--- src/rtl/seq_player_pkg.sv ---
// seq_player_pkg: shared game constants and the playback state encoding.
package seq_player_pkg;

    localparam logic [3:0] BLANK   = 4'hF;
    localparam logic [5:0] MAX_LEN = 6'd32;

    typedef enum logic [2:0] {
        IDLE,
        FETCH,
        WAIT,
        SHOW,
        GAP,
        DONE
    } state_t;

endpackage

--- src/rtl/seq_player.sv ---
// seq_player: plays a stored digit sequence from RAM to the display,
// one digit per tick with a blank gap between digits.
module seq_player
    import seq_player_pkg::*;
(
    input  logic       clk,
    input  logic       rst,
    input  logic       start,
    input  logic       abort,
    input  logic [5:0] len,
    input  logic       tick,
    output logic       tick_en,
    output logic [4:0] ram_addr,
    input  logic [3:0] ram_q,
    output logic [3:0] disp_digit,
    output logic       disp_valid,
    output logic       busy,
    output logic       done
);

    state_t     state, state_nx;
    logic [4:0] index, index_nx;
    logic [5:0] len_q, len_nx;
    logic [3:0] digit_nx;
    logic       valid_nx;

    always_ff @(posedge clk) begin
        if (rst) begin
            state      <= IDLE;
            index      <= '0;
            len_q      <= '0;
            disp_digit <= BLANK;
            disp_valid <= 1'b0;
        end else begin
            state      <= state_nx;
            index      <= index_nx;
            len_q      <= len_nx;
            disp_digit <= digit_nx;
            disp_valid <= valid_nx;
        end
    end

    always_comb begin
        state_nx = state;
        index_nx = index;
        len_nx   = len_q;
        digit_nx = disp_digit;
        valid_nx = disp_valid;
        case (state)
            IDLE: if (start) begin
                len_nx   = (len > MAX_LEN) ? MAX_LEN : len;
                index_nx = '0;
                state_nx = (len == 6'd0) ? DONE : FETCH;
            end
            FETCH: state_nx = WAIT;
            WAIT: begin
                digit_nx = ram_q;
                valid_nx = 1'b1;
                state_nx = SHOW;
            end
            SHOW: if (tick) begin
                digit_nx = BLANK;
                valid_nx = 1'b0;
                state_nx = GAP;
            end
            GAP: if (tick) begin
                // len_q is at least 1 here, so len_q-1 never underflows
                if ({1'b0, index} == len_q - 6'd1) state_nx = DONE;
                else begin
                    index_nx = index + 5'd1;
                    state_nx = FETCH;
                end
            end
            DONE: begin
                index_nx = '0;
                state_nx = IDLE;
            end
            default: state_nx = IDLE;
        endcase
        if (abort) begin
            state_nx = IDLE;
            index_nx = '0;
            digit_nx = BLANK;
            valid_nx = 1'b0;
        end
    end

    assign ram_addr = index;
    assign tick_en  = (state == SHOW) || (state == GAP);
    assign busy     = (state != IDLE);
    assign done     = (state == DONE);

endmodule

--- config.mk ---
export PLATFORM = sky130hd
export DESIGN_NAME = seq_player
export DESIGN_NICKNAME = d
export VERILOG_FILES = /design/src/rtl/seq_player_pkg.sv /design/src/rtl/seq_player.sv
export SDC_FILE = /design/constraint.sdc
export NUM_CORES = 1
export LEC_CHECK = 0
export BUFFER_PORTS_ARGS = -buffer_cell sky130_fd_sc_hd__buf_2
export CAP_MARGIN = 20
export CORE_MARGIN = 2
export CORE_UTILIZATION = 50
export CTS_CLUSTER_SIZE = 12
export DETAILED_ROUTE_END_ITERATION = 6
export GPL_TIMING_DRIVEN = 0
export PLACE_DENSITY = 0.83
export SYNTH_ARGS = -nofsm -noshare
export SYNTH_HDL_FRONTEND = slang
export SYNTH_SLANG_ARGS = --single-unit
export TNS_END_PERCENT = 20
--- constraint.sdc ---
create_clock -name clk -period 3.6 [get_ports clk]
set_clock_uncertainty 0.1 [all_clocks]
set_input_delay 0.72 -clock clk [delete_from_list [all_inputs] [get_ports clk]]
set_output_delay 0.72 -clock clk [all_outputs]
set_load 0.05 [all_outputs]
==> metrics.txt, run 1 <==
Post-Synth Simple-Gate Area=27.14%; y dimension of the die=50.85 um; clock sinks=19; Critical Path Start=state[2]; top cell type by total area after synthesis=dfxtp_1; Arr. time, crit path=1.55 ns; WP buf/inv=2; outcome=finished, final reports clean; WL/cell=14.05 um; Num CTS Buffers=3; Layout area overhead=17.33%; CP max stage delay=0.38 ns; pre-CTS setup slack=1.266 ns; TNS Setup=0 ns; Slew headroom=66.25%; RSZ-0062 raised after global routing=false; # setup viols final=0; vias in the first global route=995; FF-to-FF path depth=8; diodes inserted=0; Worst Setup EP=tick_en; Clk pin slew, worst setup/hold paths=0.11 ns; Setup CP Type=reg2out; Nets=179; area post-placement=1261 sq um; drt initial violations=39; delay-heaviest family, CP=buffers and inverters; first-pass GRT wire length=4409 um; Syn Std Cell Area=1097 sq um; Hold Vio Cnt, Final=0; hold buffer count at CTS=0; Ports=28; CTS tree=done; multiplexer share of the synthesized area=0.9122%; Mapped Nets=148; worst min path class=reg2reg; CTS Buffer Depth=2; Syn Area/Cell=8.376 sq um; largest family of logic cells by synthesized area=simple AND/OR/NAND/NOR gates; PD cells=310.2 nW/um^2; worst vdd ir=0.2031 mV; crit path time final=2.367 ns; Die ar.=2585 sq um; sequential share of the synthesized area=34.66%; crit share post-route=65.75%; Die X=50.85 um; Total GRT Usage=22.74%; Synth area leaders=dfxtp_1 (35%), nand2_1 (5.1%), nor3b_1 (4.8%); Synth Area in Compound Gates=23.49%; number of synthesized flops with an enable pin=0; synthesized instance count=131; post-synth top area share=34.66%; Async S/R FF share, synth=0%; origin of the critical flop-to-flop path=len_q[0]; H-Tree Depth=1; number of setup buffers added after CTS=0; cell row count=16; critical path, cell by cell=clkbuf_1 > nor2b_1 > a21o_1 > buf_2; Peak Freq=422.5 MHz; most used standard cell by instance count after synthesis=dfxtp_1; DP HPWL=2114 um; initial core utilization=54.27%; largest net degree at the start of global routing=11; critical path fanouts, max=10; crit path launch type=register; total gr overflow=0; DRT Pass-1 Iters=4; slowest cell on the critical path=dfxtp_1; routed wire length=2641 um; total power=0.3994 mW; setup ws final=1.233 ns; Post-DRT Antenna Nets=0; DR vias/cell=5.926; post-synthesis adder-cell area fraction=2.281%; leading register cell type out of synthesis=dfxtp_1; layout cells sized above 1=25.47%; Core Area=2022 sq um; Pleak=0.5268 nW; final instance area=1287 sq um; Clk Latency, worst-skew pair=0.31 ns; FF-to-FF End=ram_addr[4]; reg2reg setup slack=1.26 ns; Crit path depth=4; initial antenna violation count=0; flops & latches, synth=19; Worst-Margin Slew=0.5062 ns; Max Cap Viol=0; Ys Warns=0; Distinct cells, synth=40; Critical Path Sink Type=output port; final-report max-slew violation count=0; Root Buffer=clkbuf_4; Port Buf Inserts=26; top post-synthesis cells by count=dfxtp_1 (19), nand2_1 (15), nor2_1 (13); Synth Area in XOR/XNOR=6.956%; vias=1114; Placer Congestion=0.8756; Resized cells post-CTS=0; Critical Path RT=2.78 ns; DRC=0
## sequential cells by signal, indices dropped and copies added, names as in the netlist
name and cells:
disp_digit 4, disp_valid 1, len_q 6, ram_addr 5
state 3
## cells in the final DEF, fill, tap and decap left out, drive strengths merged
master    n
a2111oi   1
a21boi    1
a21o      1
a21oi    10
a22o      1
a22oi     1
a311oi    1
a31o      1
a32o      3
and3      1
buf      28
clkbuf    9
dfxtp    19
ha        2
inv       5
mux2i     1
nand2    15
nand3     7
nand4     1
nor2     13
nor2b     2
nor3      4
nor3b     8
nor4      2
o2111ai   1
o21ai     6
o21bai    1
o22ai     4
o31a      1
o41ai     2
or2       1
or4       1
xnor2     4
xor2      3
## area by class of cell
type	instances	area (sq um)
flip-flops and latches	19	380.4
well taps	27	33.78
fillers	183	734.5
plain buffers	7	31.28
clock buffers	4	26.28
multi-input cells	100	666.9
repair buffers	26	130.1
inverters	5	18.77
## tightest hold or removal path: cells and delay by family (launching register included)
kind             cells  cell delay [ns]
AO/OA/AOI/OAI        1             0.05
flip-flops           1             0.33
AND/OR/NAND/NOR      1             0.06
## where the power goes
group,internal (mW),switching (mW)
Sequential,0.214,0.00547
Clock,0.0433,0.0694
Combinational,0.0270,0.0399
Total,0.285,0.115
## stage by stage
step | utilization, % | hold slack, ns | cells
4_1_cts | 63.68 | 0.3778 | 188
3_3_place_gp | 62.38 | 0.3433 | 184
3_5_place_dp | 62.38 | 0.3616 | 184
2_1_floorplan | - | 0.3714 | 131
6_report | 63.68 | 0.3718 | 188
5_1_grt | 63.68 | 0.4176 | 188
## per-layer routing
metal	wire length (um)	GRT usage, %
met1	1042	29.28
met2	1354	37.94
met3	196	3.216
met4	48	9.910
met5	0	0
## worst min path at each step
stage / to / slack [ns] / from / depth (start not counted)
6_report: disp_valid / 0.37 / disp_valid / 2
5_1_grt: disp_valid / 0.42 / disp_valid / 2
3_3_place_gp: disp_valid / 0.34 / disp_valid / 2
2_1_floorplan: len_q[5] / 0.37 / len_q[5] / 2
3_5_place_dp: disp_valid / 0.36 / disp_valid / 2
4_1_cts: disp_valid / 0.38 / disp_valid / 2
## kinds of logic (layout without fill, tap and decap cells)
kind of cell	Yosys count	count (layout)
and+or+nand+nor	55	55
AOI/OAI and AO/OA	35	35
adders and majority gates	2	2
muxes	1	1
xor gates and xnor gates	7	7
DFF	19	19
buffers and inverters	12	42
Power figures use the tool's default switching activity.
==> run 2, diff against run 1 <==
--- a/config.mk
+++ b/config.mk
@@ -8,11 +8,11 @@
 export BUFFER_PORTS_ARGS = -buffer_cell sky130_fd_sc_hd__buf_2
 export CAP_MARGIN = 20
 export CORE_MARGIN = 2
-export CORE_UTILIZATION = 50
+export CORE_UTILIZATION = 46
 export CTS_CLUSTER_SIZE = 12
 export DETAILED_ROUTE_END_ITERATION = 6
 export GPL_TIMING_DRIVEN = 0
-export PLACE_DENSITY = 0.83
+export PLACE_DENSITY = 0.81
 export SYNTH_ARGS = -nofsm -noshare
 export SYNTH_HDL_FRONTEND = slang
 export SYNTH_SLANG_ARGS = --single-unit
==> constraint.sdc (replaced) <==
create_clock -name clk -period 1.89 [get_ports clk]
set_clock_uncertainty 0.1 [all_clocks]
set_input_delay 0.378 -clock clk [delete_from_list [all_inputs] [get_ports clk]]
set_output_delay 0.378 -clock clk [all_outputs]
set_load 0.05 [all_outputs]
==> metrics.txt, run 2 (same netlist as run 1, synthesis figures left out) <==
Clk Latency, worst-skew pair=0.30 ns (about the same); largest net degree at the start of global routing=11 (unchanged); routed wire length=2818 um (+6.7%); max FFs per register=6 (unchanged); total gr overflow=0 (unchanged); vias in the first global route=1029 (+3.4%); final-report max-slew violation count=0 (unchanged); hold buffer count at CTS=0 (unchanged); pre-CTS setup slack=-0.4397 ns (-1.706 ns); initial core utilization=49.13% (-5.1 points); Core Area=2233 sq um (+10%); Nets=183 (+2.2%); drt initial violations=38 (-2.6%); Clk pin slew, worst setup/hold paths=0.11 ns (about the same); Root Buffer=clkbuf_4; Critical Path RT=1.99 ns (-0.79 ns); setup ws final=-0.1466 ns (-1.379 ns); RSZ-0062 raised after global routing=true; Post-DRT Antenna Nets=0 (unchanged); TNS Setup=-0.6344 ns (-0.6344 ns); FILL cells=211 (+15%); diodes inserted=0 (unchanged); Hold Vio Cnt, Final=0 (unchanged); CTS tree=done; PD cells=555.5 nW/um^2 (+79%); DRC=0 (unchanged); final instance area=1379 sq um (+7.1%); DRT Pass-1 Iters=4 (unchanged); Layout Cells excl Fill=193 (+2.7%); register name with the most flops=len_q; Arr. time, crit path=2.14 ns (+0.59 ns); Layout area overhead=25.66%; Total GRT Usage=22.21% (-0.53 points); cell row count=17 (+1); Num CTS Buffers=3 (unchanged); most common cell after layout, fill and taps aside=buf_2; crit path time final=2.037 ns; Port Buf Inserts=26 (unchanged); failing checks=negative setup slack; first-pass GRT wire length=4574 um (+3.7%); Pleak=0.5675 nW (+7.7%); layout cells sized above 1=33.94% (+8.5 points); vias=1107 (-0.63%); crit share post-route=107.8%; # setup viols final=8 (+8); Peak Freq=491.0 MHz; WL/cell=14.60 um (+3.9%); CTS Buffer Depth=2 (unchanged); initial antenna violation count=0 (unchanged); Die ar.=2792 sq um (+8.0%); Placed Cells=185 (+0.54%); Placer Congestion=0.8008 (-8.5%); reg2reg setup slack=-0.15 ns (-1.41 ns); Critical Path Sink Type=register; area post-placement=1267 sq um (+0.50%); critical path fanouts, max=7 (-3); clock sinks=19 (unchanged); worst vdd ir=0.5460 mV (+170%); Max Cap Viol=0 (unchanged); Slew headroom=67.56% (+1.3 points); worst min path class=in2reg; y dimension of the die=52.84 um (+3.9%); crit path launch type=register; total power=0.7659 mW (+92%); H-Tree Depth=1 (unchanged); Setup CP Type=reg2reg; Worst-Margin Slew=0.4823 ns (-0.02390 ns); DR vias/cell=5.736 (-3.2%); Ports=28 (unchanged); Die X=52.84 um (+3.9%); DP HPWL=2076 um (-1.8%); commonest non-fill, non-tap cells in the layout=buf_2 (25), dfxtp_1 (17), nand2_1 (15); outcome=finished, violations left
## run 2: changes by cell type in the layout (fill, tap and decap cells not counted), moves of 2 or more
cell and change:
dfxtp_1 -2, o21ai_0 -2, o21ai_1 +2, dfxtp_4 +2, o41ai_1 -2, o41ai_2 +2, buf_2 -2, buf_4 +5
## run 2: repair_timing
action | CTS | global route
gates resized for setup | 14 | 4
endpoints found under the setup margin | 9 | 9
pin swaps | 14 | 4
setup buffers | 4 | 2
## run 2: area by class of cell
cell class	instances	area (sq um)	share of cell area, %
plain buffers	7	35.03	2.541
well taps	28	35.03	2.541
repair buffers	30	166.4	12.07
flip-flops and latches	19	387.9	28.13
clock buffers	4	26.28	1.906
multi-input cells	100	709.4	51.45
inverters	5	18.77	1.361
## run 2: metal layers
layer	track usage (%)	vias to the layer above	part of all wire (%)	routed length (um)
met4	7.692	0	1.5	42
met5	0	-	0	0
li1	-	548	-	-
met3	2.571	6	4.0	112
met1	28.30	521	43	1219
met2	38.33	32	51	1443
## run 2: path summary, 6_finish.rpt
| path | startpoint | endpoint | cells past startpoint |
|---|---|---|---|
| worst min-delay path | ram_q[3] | disp_digit[3] | 3 |
| worst min register to register | disp_valid | disp_valid | 2 |
| worst max-delay path | len_q[0] | ram_addr[2] | 8 |
| worst max register to register | len_q[0] | ram_addr[2] | 8 |
## run 2: report_power, final
group / internal [mW] / leakage [nW] / switching (mW)
Combinational: 0.0583 / 0.397 / 0.0805
Clock: 0.0823 / 0.0150 / 0.130
Sequential: 0.407 / 0.156 / 0.00837
Total: 0.547 / 0.568 / 0.219
## run 2: per-stage QoR
step / utilization, % / hold WS, ns
after floorplan: - / 0.3714
after global placement: 56.75 / 0.3462
after detailed placement: 56.75 / 0.3562
after CTS: 60.78 / 0.1974
after global routing: 61.74 / 0.1955
final: 61.74 / 0.1852
## run 2: critical path, cell delays in order (launching register included)
cell and delay (ns):
dfxtp_4 0.36, buf_4 0.15, nor3_2 0.15, nand2_1 0.11
xnor2_2 0.19, a2111oi_4 0.08, buf_6 0.15, or4_1 0.41
a32o_1 0.25
==> run 3, diff against run 2 <==
--- a/config.mk
+++ b/config.mk
@@ -5,14 +5,14 @@
 export SDC_FILE = /design/constraint.sdc
 export NUM_CORES = 1
 export LEC_CHECK = 0
+export ABC_AREA = 1
 export BUFFER_PORTS_ARGS = -buffer_cell sky130_fd_sc_hd__buf_2
-export CAP_MARGIN = 20
 export CORE_MARGIN = 2
-export CORE_UTILIZATION = 46
+export CORE_UTILIZATION = 47
 export CTS_CLUSTER_SIZE = 12
 export DETAILED_ROUTE_END_ITERATION = 6
 export GPL_TIMING_DRIVEN = 0
-export PLACE_DENSITY = 0.81
+export PLACE_DENSITY = 0.82
 export SYNTH_ARGS = -nofsm -noshare
 export SYNTH_HDL_FRONTEND = slang
 export SYNTH_SLANG_ARGS = --single-unit
==> metrics.txt, run 3 <==
initial core utilization=50.48% (+1.3 points); Num CTS Buffers=3 (unchanged); final-report max-slew violation count=0 (unchanged); Layout area overhead=19.98%; Root Buffer=clkbuf_4; outcome=finished, final reports clean; vias in the first global route=1061 (+3.1%); CTS tree=done; diodes inserted=0 (unchanged); H-Tree Depth=1 (unchanged); PD cells=596.4 nW/um^2 (+7.4%); critical path fanouts, max=5 (-2); worst min path class=in2reg; cell row count=17 (unchanged); Max Cap Viol=0 (unchanged); most common cell after layout, fill and taps aside=nand2_1; clock sinks=19 (unchanged); total gr overflow=0 (unchanged); Peak Freq=559.0 MHz (+14%); Slew headroom=64.51% (-3.0 points); Core Area=2233 sq um (unchanged); Clk Latency, worst-skew pair=0.29 ns (about the same); Worst-Margin Slew=0.5268 ns (+0.04445 ns); WL/cell=10.90 um (-25%); combinational group share of total power=22.7% (+4.6 points); CP max stage delay=0.39 ns (-0.02 ns); max FFs per register=6 (unchanged); vias=1149 (+3.8%); # setup viols final=0 (-8); crit path time final=1.789 ns (-0.2477 ns); commonest non-fill, non-tap cells in the layout=nand2_1 (47), buf_2 (26), inv_1 (17); Sw Share=30.54% (+2.0 points); largest net degree at the start of global routing=11 (unchanged); Hold Vio Cnt, Final=0 (unchanged); switching pwr=0.2464 mW (+13%); RSZ-0062 raised after global routing=true; post-synth top area share=33.74% (-0.92 points); Mapped Nets=178 (+20%); clock power share=24.7% (-3.0 points); slowest cell on the critical path=dfxtp_2; Ports=28 (unchanged); Syn Std Cell Area=1127 sq um (+2.7%); Post-DRT Antenna Nets=0 (unchanged); Seq pwr share=52.6% (-1.6 points); Pleak=0.6096 nW (+7.4%); register name with the most flops=len_q; delay-heaviest family, CP=buffers and inverters; Synth area leaders=dfxtp_1 (34%), nand2_1 (16%), inv_1 (6.0%); Die ar.=2806 sq um (+0.51%); DR vias/cell=5.199 (-9.4%); final design utilization=60.56% (-1.2 points); routed wire length=2408 um (-15%); leading register cell type out of synthesis=dfxtp_1; WP buf/inv=2 (unchanged); FILL cells=223 (+5.7%); Internal=0.5603 mW (+2.4%); Distinct cells, synth=25 (-38%); most used standard cell by instance count after synthesis=nand2_1; worst vdd ir=0.3397 mV (-38%); layout cells sized above 1=27.98% (-6.0 points); Clk pin slew, worst setup/hold paths=0.10 ns (about the same); synthesized instance count=161 (+23%); TNS Setup=0 ns (+0.6344 ns); DRC=0 (unchanged); DRT Pass-1 Iters=4 (unchanged); top cell type by total area after synthesis=dfxtp_1; number of synthesized flops with an enable pin=0 (unchanged); DP HPWL=1916 um (-7.7%); sequential share of the synthesized area=33.74% (-0.92 points); Setup CP Type=reg2out; Placer Congestion=0.8489 (+6.0%); CTS Buffer Depth=2 (unchanged); y dimension of the die=52.98 um (+0.26%); Critical Path RT=1.41 ns (-0.58 ns); flops & latches, synth=19 (unchanged); crit path launch type=register; Arr. time, crit path=1.31 ns (-0.83 ns); Die X=52.98 um (+0.26%); Critical Path Sink Type=output port; Placed Cells=216 (+17%); Syn Area/Cell=7.002 sq um (-16%); Ys Warns=0 (unchanged); Layout Cells excl Fill=221 (+15%); crit share post-route=94.65% (-13 points); critical path, cell by cell=nor2_2 > buf_4 > nand2_1 > buf_2; Total GRT Usage=19.29% (-2.9 points); Port Buf Inserts=27 (+3.8%); first-pass GRT wire length=4098 um (-10%); Nets=211 (+15%); initial antenna violation count=0 (unchanged); Async S/R FF share, synth=0% (unchanged); drt initial violations=19 (-50%); top post-synthesis cells by count=nand2_1 (47), dfxtp_1 (19), inv_1 (18)
-- run 3: worst reg2reg max path, cell delays in order (launching register included) --
cell	delay, ns
dfxtp_2	0.36
inv_1	0.09
ha_2	0.33
xor2_1	0.16
nand3_2	0.10
nor2_4	0.11
nand3_4	0.12
nand2_4	0.11
nand2_1	0.06
nand2_1	0.05
nor2_1	0.03
-- run 3: kinds of logic (layout without fill, tap and decap cells) --
| logic type | Yosys count | after routing | synth area share [%] |
|---|---|---|---|
| and+or+nand+nor | 92 | 92 | 41.95 |
| AOI/OAI and AO/OA | 23 | 23 | 11.54 |
| buffers and inverters | 20 | 52 | 6.659 |
| DFF | 19 | 19 | 33.74 |
| xor gates and xnor gates | 5 | 5 | 3.884 |
| adders and majority gates | 2 | 2 | 2.219 |
-- run 3: repair_timing --
action	4_1_cts	5_1_grt
gates cloned	0	0
gates resized for setup	1	7
buffers inserted	1	0
endpoints found under the setup margin	1	7
pin swaps	1	1
hold buffers	0	0
-- run 3: layout make-up --
cell class / count / area [sq um] / share of cell area, %
multi-input combinational: 122 / 683.2 / 50.51
sequential: 19 / 384.1 / 28.40
timing repair buffer: 28 / 148.9 / 11.01
inverter: 20 / 75.07 / 5.550
tap: 28 / 35.03 / 2.590
clock buffer: 4 / 26.28 / 1.943
-- run 3: worst paths after layout --
check	startpoint	cells after the start	slack, ns	end
worst max register to register	len_q[0]	10	0.15	ram_addr[1]
worst max-delay path	state[1]	4	0.10	busy
worst min-delay path	ram_q[1]	3	0.21	disp_digit[1]
worst min register to register	disp_valid	2	0.37	disp_valid
-- run 3: power by group through the flow --
stage / clock network [mW] / registers (mW) / logic, mW
after global placement: 0 / 0.431 / 0.174
after detailed placement: 0 / 0.432 / 0.180
after global routing: 0.229 / 0.426 / 0.204
final: 0.200 / 0.424 / 0.183
after floorplan: 0 / 0.436 / 0.132
after CTS: 0.208 / 0.423 / 0.183
-- run 3: layer usage --
layer  GRT usage (%)  vias to the layer above  wire [um]
met5               0                        -          0
met2           34.58                       31       1161
met3           3.672                        2        109
met1           22.96                      530       1127
met4           5.983                        0         10
li1                -                      586          -
-- run 3: through the flow --
step / power [mW] / hold slack [ns] / cell area (sq um) / worst slack [ns]
final: 0.8066 / 0.2146 / 1353 / 0.1011
after global routing: 0.8600 / 0.2224 / 1353 / -0.01392
after CTS: 0.8141 / 0.2078 / 1339 / 0.008030
after detailed placement: 0.6123 / 0.3598 / 1303 / 0.1317
after global placement: 0.6058 / 0.3511 / 1303 / 0.1689
after floorplan: 0.5680 / 0.3471 / 1132 / 0.01560
